--- src/rtl/sms_power_sbox_seq_if.sv ---
`default_nettype none
// ============================================================================
// Module      : sms_power_sbox_seq_if
// Description : Operand/result handshake bundle for the sequential power S-box.
// Revision    : 1.0 - initial release
// ============================================================================
interface sms_power_sbox_seq_if #(
  parameter int N = 6
);
  logic         in_valid;
  logic         in_ready;
  logic [N-1:0] x;
  logic         out_valid;
  logic         out_ready;
  logic [N-1:0] y;

  modport master (
    output in_valid,
    output x,
    output out_ready,
    input  in_ready,
    input  out_valid,
    input  y
  );

  modport slave (
    input  in_valid,
    input  x,
    input  out_ready,
    output in_ready,
    output out_valid,
    output y
  );
endinterface
`default_nettype wire

--- src/rtl/sms_power_sbox_seq.sv ---
`default_nettype none
// ============================================================================
// Module      : sms_power_sbox_seq
// Description : Handshaked GF(2^N) power map y = x^EXP, one exponent bit per
//               cycle (left-to-right square-and-multiply). Define SMS_AFFINE_EN
//               to XOR in the broadcast parity term parity(x & ADD_MASK).
// Revision    : 1.0 - initial release
// ============================================================================
module sms_power_sbox_seq #(
  parameter int           N        = 6,
  parameter int           EXP      = 19,
  parameter logic [N:0]   POLY     = 7'b1000011,
  parameter logic [N-1:0] ADD_MASK = 6'b010100
) (
  input  logic                      clk,
  input  logic                      rst_n,
  sms_power_sbox_seq_if.slave       bus
);

  localparam int           c_EXP_W    = $clog2(EXP + 1);
  localparam int           c_IDX_W    = (c_EXP_W > 1) ? $clog2(c_EXP_W) : 1;
  localparam logic [c_EXP_W-1:0] c_EXP_BITS = c_EXP_W'(EXP);
  localparam logic [c_IDX_W-1:0] c_IDX_LAST = c_IDX_W'(c_EXP_W - 1);
  localparam logic [c_IDX_W-1:0] c_IDX_ONE  = c_IDX_W'(1);
  localparam logic [N-1:0] c_POLY_LO  = POLY[N-1:0];
  localparam logic [N-1:0] c_ONE      = {{(N-1){1'b0}}, 1'b1};

  localparam logic [1:0]   c_S_IDLE   = 2'd0;
  localparam logic [1:0]   c_S_RUN    = 2'd1;
  localparam logic [1:0]   c_S_DONE   = 2'd2;

  logic [1:0]         r_state;
  logic [1:0]         w_state_nxt;
  logic [N-1:0]       r_x;
  logic [N-1:0]       r_acc;
  logic [c_IDX_W-1:0] r_idx;
  logic [N-1:0]       r_y;
  logic               w_in_ready;
  logic               w_out_valid;
  logic               w_accept;
  logic [N-1:0]       w_sq;
  logic [N-1:0]       w_step;
  logic [N-1:0]       w_affine;

  // Carry-less product, MSB-first Horner form with reduction on every shift.
  function automatic logic [N-1:0] gf_mul(input logic [N-1:0] a, input logic [N-1:0] b);
    logic [N-1:0] p;
    p = '0;
    for (int i = N - 1; i >= 0; i--) begin
      p = {p[N-2:0], 1'b0} ^ (p[N-1] ? c_POLY_LO : {N{1'b0}});
      if (b[i]) p = p ^ a;
    end
    return p;
  endfunction

  always_ff @(posedge clk or negedge rst_n) begin
    if (!rst_n) r_state <= c_S_IDLE;
    else        r_state <= w_state_nxt;
  end

  always_comb begin
    w_state_nxt = r_state;
    case (r_state)
      c_S_IDLE: if (w_accept)        w_state_nxt = c_S_RUN;
      c_S_RUN:  if (r_idx == '0)     w_state_nxt = c_S_DONE;
      c_S_DONE: if (bus.out_ready)   w_state_nxt = w_accept ? c_S_RUN : c_S_IDLE;
      default:                       w_state_nxt = c_S_IDLE;
    endcase
  end

  // A result leaving DONE frees the engine in the same cycle, so in_ready
  // follows out_ready there to allow back-to-back operands.
  always_comb begin
    w_in_ready  = (r_state == c_S_IDLE) | ((r_state == c_S_DONE) & bus.out_ready);
    w_out_valid = (r_state == c_S_DONE);
  end

  assign w_accept = bus.in_valid & w_in_ready;

  always_comb begin
    w_sq   = gf_mul(r_acc, r_acc);
    w_step = c_EXP_BITS[r_idx] ? gf_mul(w_sq, r_x) : w_sq;
  end

`ifdef SMS_AFFINE_EN
  assign w_affine = {N{^(r_x & ADD_MASK)}};
`else
  // Folds to zero; the mask stays referenced but produces no logic.
  assign w_affine = ADD_MASK & {N{1'b0}};
`endif

  always_ff @(posedge clk or negedge rst_n) begin
    if (!rst_n) begin
      r_x   <= '0;
      r_acc <= '0;
      r_idx <= '0;
      r_y   <= '0;
    end else if (w_accept) begin
      r_x   <= bus.x;
      r_acc <= c_ONE;
      r_idx <= c_IDX_LAST;
    end else if (r_state == c_S_RUN) begin
      r_acc <= w_step;
      r_idx <= r_idx - c_IDX_ONE;
      if (r_idx == '0) r_y <= w_step ^ w_affine;
    end
  end

  assign bus.in_ready  = w_in_ready;
  assign bus.out_valid = w_out_valid;
  assign bus.y         = r_y;

endmodule
`default_nettype wire

--- src/flat_wrapper.sv ---
// flat-port wrapper written by rule: the top's interface ports become plain ports
module sms_power_sbox_seq_flat 
#(
  parameter int           N        = 6,
  parameter int           EXP      = 19,
  parameter logic [N:0]   POLY     = 7'b1000011,
  parameter logic [N-1:0] ADD_MASK = 6'b010100
)
  (clk, rst_n, bus_in_valid, bus_x, bus_out_ready, bus_in_ready, bus_out_valid, bus_y);
  sms_power_sbox_seq_if #(.N(N)) bus_i ();
  input  logic clk;
  input  logic rst_n;
  input wire logic [$bits(bus_i.in_valid)-1:0] bus_in_valid;
  input wire logic [$bits(bus_i.x)-1:0] bus_x;
  input wire logic [$bits(bus_i.out_ready)-1:0] bus_out_ready;
  output wire logic [$bits(bus_i.in_ready)-1:0] bus_in_ready;
  output wire logic [$bits(bus_i.out_valid)-1:0] bus_out_valid;
  output wire logic [$bits(bus_i.y)-1:0] bus_y;
  assign bus_i.in_valid = bus_in_valid;
  assign bus_i.x = bus_x;
  assign bus_i.out_ready = bus_out_ready;
  assign bus_in_ready = bus_i.in_ready;
  assign bus_out_valid = bus_i.out_valid;
  assign bus_y = bus_i.y;
  sms_power_sbox_seq #(.N(N), .EXP(EXP), .POLY(POLY), .ADD_MASK(ADD_MASK)) u_core (.clk(clk), .rst_n(rst_n), .bus(bus_i));
endmodule
--- config.mk ---
export PLATFORM = sky130hd
export DESIGN_NAME = sms_power_sbox_seq_flat
export DESIGN_NICKNAME = d
export VERILOG_FILES = /design/src/rtl/sms_power_sbox_seq_if.sv /design/src/rtl/sms_power_sbox_seq.sv /design/src/flat_wrapper.sv
export SDC_FILE = /design/constraint.sdc
export NUM_CORES = 1
export LEC_CHECK = 0
export ABC_AREA = 1
export ABC_CLOCK_PERIOD_IN_PS = 2400
export CORE_MARGIN = 4
export CORE_UTILIZATION = 57
export DETAILED_ROUTE_END_ITERATION = 8
export PLACE_DENSITY = 0.8
export SYNTH_ARGS = -nofsm -noshare
export SYNTH_HDL_FRONTEND = slang
export SYNTH_SLANG_ARGS = --single-unit
--- constraint.sdc ---
create_clock -name clk -period 2.4 [get_ports clk]
set_input_delay 0.36 -clock clk [delete_from_list [all_inputs] [get_ports clk]]
set_output_delay 0.36 -clock clk [all_outputs]
set_load 0.05 [all_outputs]
==> out/metrics.yaml <==
outcome: "finished clean"
cts_sinks: 23
finalHoldViolCount: 0
cts_max_path_buffers: 2
hold_buffers: 0
tns_ns: 0
die_x_um: 64.9
crit_path_end_kind: "flip-flop"
grt_max_degree: 24
ys_seq_area_share_pct: 31.2
drv_slew: 0
hold_class: "in2async"
avgSynthCellArea_sq_um: 6.41
postRouteAntennaNets: 0
rows: 20
dieArea_sq_um: 4210
clockRootBuffer: "clkbuf_4"
rsz0062_at_grt: "false"
wire_per_inst_um: 12.1
critPathLaunchType: "flip-flop"
cap_violations: 0
routed_wl_um: 4260
clk_latency_ns: 0.31
grt-ovfl-total: 0
crit_slowest_cell: "dfrtp_2"
dpl.hpwl_um: 3460
cpLargestDelayFamily: "simple AND/OR/NAND/NOR gates"
h-tree-depth: 1
worstPathArrival_ns: 2.35
grt_use_total_pct: 21.7
syn_nets: 301
io_pins: 18
layout.nets: 323
max_stage_delay_ns: 0.42
syn_area_sq_um: 1850
layout.cells.most_common_list: "108 x nand2_1, 38 x inv_1, 33 x nand3_1"
place.gp.congestion: 1.02
antenna_found_initial: 0
slew_headroom_pct: 66.4
drive_gt1_share_pct: 12.0
grt_pass1_vias: 1650
required_ns: 2.62
drtIter0Drc: 97
core_area_sq_um: 3080
synth_seq_cells: 23
routed-via-count: 1819
worst_pin_slew_ns: 0.503
critical_path.most_common_cell: "nand2_1"
critPathBufInv: 2
setup_viol: 0
skew_ns: 0.000992
crit_type: "reg2reg"
dr.pass1.iters: 4
worstPathCellList: "inv_1, ha_1, nand2_1, o21ai_0, nand3_2, nand2_4, inv_4, nand3_2, nand2_1, nand2_1, nand2_1, nand2_1, nand2_1, nand2_1, nand2_1, nand2_1, nand3_1, nand2_1"
cts_tree: "built"
fin_crit_ns: 2.13
grt_pass1_wl_um: 7180
syn2layout_area_growth_pct: 13.8
path_max_fanout: 6
drcViolationCount: 0
placement.io_buffers: 17
fill_cells: 291
routed_via_density: 5.15
cts.reportedPaths.clkPinSlew_ns: 0.12
yosysWarnings: 0
diodes: 0
synth.distinct_cells: 31
fin_crit_sh_pct: 88.6
final_common_cell: "nand2_1"
start_util_pct: 60.0
syn_inst: 288
die_y_um: 64.9
fmax_mhz: 470
numCtsBuffers: 3
cell families (layout without fill, tap and decap cells):
kind of cell / after synthesis / in the layout / synth area share (%)
flops: 23 / 23 / 31.2
compound gates: 17 / 17 / 5.42
fa+ha+maj: 3 / 3 / 2.03
xor+xnor: 9 / 9 / 4.68
simple gates: 188 / 188 / 46.3
buf+inv: 48 / 69 / 10.4
sequential cells by signal, indices dropped and copies added, names as in the netlist:
| name | count |
|---|---|
| u_core.bus.y | 6 |
| u_core.r_idx | 3 |
| u_core.r_state | 2 |
| u_core.r_x | 6 |
| u_core.r_acc | 6 |
cell usage after synthesis, drive strengths merged:
cell / n / area [sq um]
nand4: 5 / 31.3
xor2: 5 / 43.8
a21o: 1 / 7.51
nand3: 36 / 195
dfrtp: 23 / 576
clkbuf: 1 / 3.75
nand3b: 1 / 7.51
a22oi: 2 / 15.0
clkinv: 2 / 7.51
nand2b: 1 / 6.26
o22ai: 1 / 6.26
inv: 42 / 160
nand2: 126 / 538
a21oi: 7 / 35.0
buf: 3 / 21.3
o211ai: 1 / 7.51
or2: 1 / 6.26
o21ai: 5 / 28.8
ha: 3 / 37.5
xnor2: 4 / 42.6
nor2: 18 / 70.1
metrics by stage:
step / cell area, sq um / hold slack [ns] / std cells / utilization (%) / worst slack [ns]
after floorplan: 1850 / 0.0644 / 288 / - / 0.444
after global placement: 2070 / 0.464 / 349 / 67.4 / 0.297
after detailed placement: 2070 / 0.470 / 349 / 67.4 / 0.249
after CTS: 2100 / 0.382 / 353 / 68.3 / 0.231
after global routing: 2100 / 0.413 / 353 / 68.3 / 0.0122
final: 2100 / 0.382 / 353 / 68.3 / 0.273
layout make-up:
class,instances,area (sq um),area share [%]
inverter,44,168,7.98
multi-input combinational,217,1080,51.3
clock buffer,4,26.3,1.25
tap,44,55.1,2.62
sequential,23,577,27.4
timing repair buffer,21,198,9.40
final timing paths:
kind / from / end / slack [ns] / depth (start not counted)
min in group clk: u_core.bus.y[4]$_DFFE_PN0P_ / u_core.bus.y[4]$_DFFE_PN0P_ / 0.50 / 2
hold reg to reg: u_core.bus.y[4]$_DFFE_PN0P_ / u_core.bus.y[4]$_DFFE_PN0P_ / 0.50 / 2
setup / recovery: u_core.r_acc[0]$_DFFE_PN0P_ / u_core.r_acc[3]$_DFFE_PN0P_ / 0.27 / 18
max in group asynchronous: rst_n / u_core.r_acc[0]$_DFFE_PN0P_ / 1.78 / 2
hold / removal: rst_n / u_core.r_idx[0]$_DFFE_PN0P_ / 0.38 / 2
setup reg to reg: u_core.r_acc[0]$_DFFE_PN0P_ / u_core.r_acc[3]$_DFFE_PN0P_ / 0.27 / 18
per-layer routing:
layer | track usage, % | up-vias | share of wire, % | wire (um)
li1 | - | 936 | - | -
met1 | 29.3 | 823 | 45 | 1900
met3 | 3.47 | 4 | 7.4 | 317
met2 | 35.9 | 56 | 47 | 2020
met5 | 0 | - | 0 | 0
met4 | 6.07 | 0 | 0.56 | 24
what timing repair did:
item,CTS,global route
setup endpoints to repair,0,3
setup buffers,0,0
gates resized for setup,0,1
Power is left out: the tool's default activity adds up to more than one toggle a clock period on the data nets, which glitch-free logic cannot reach.
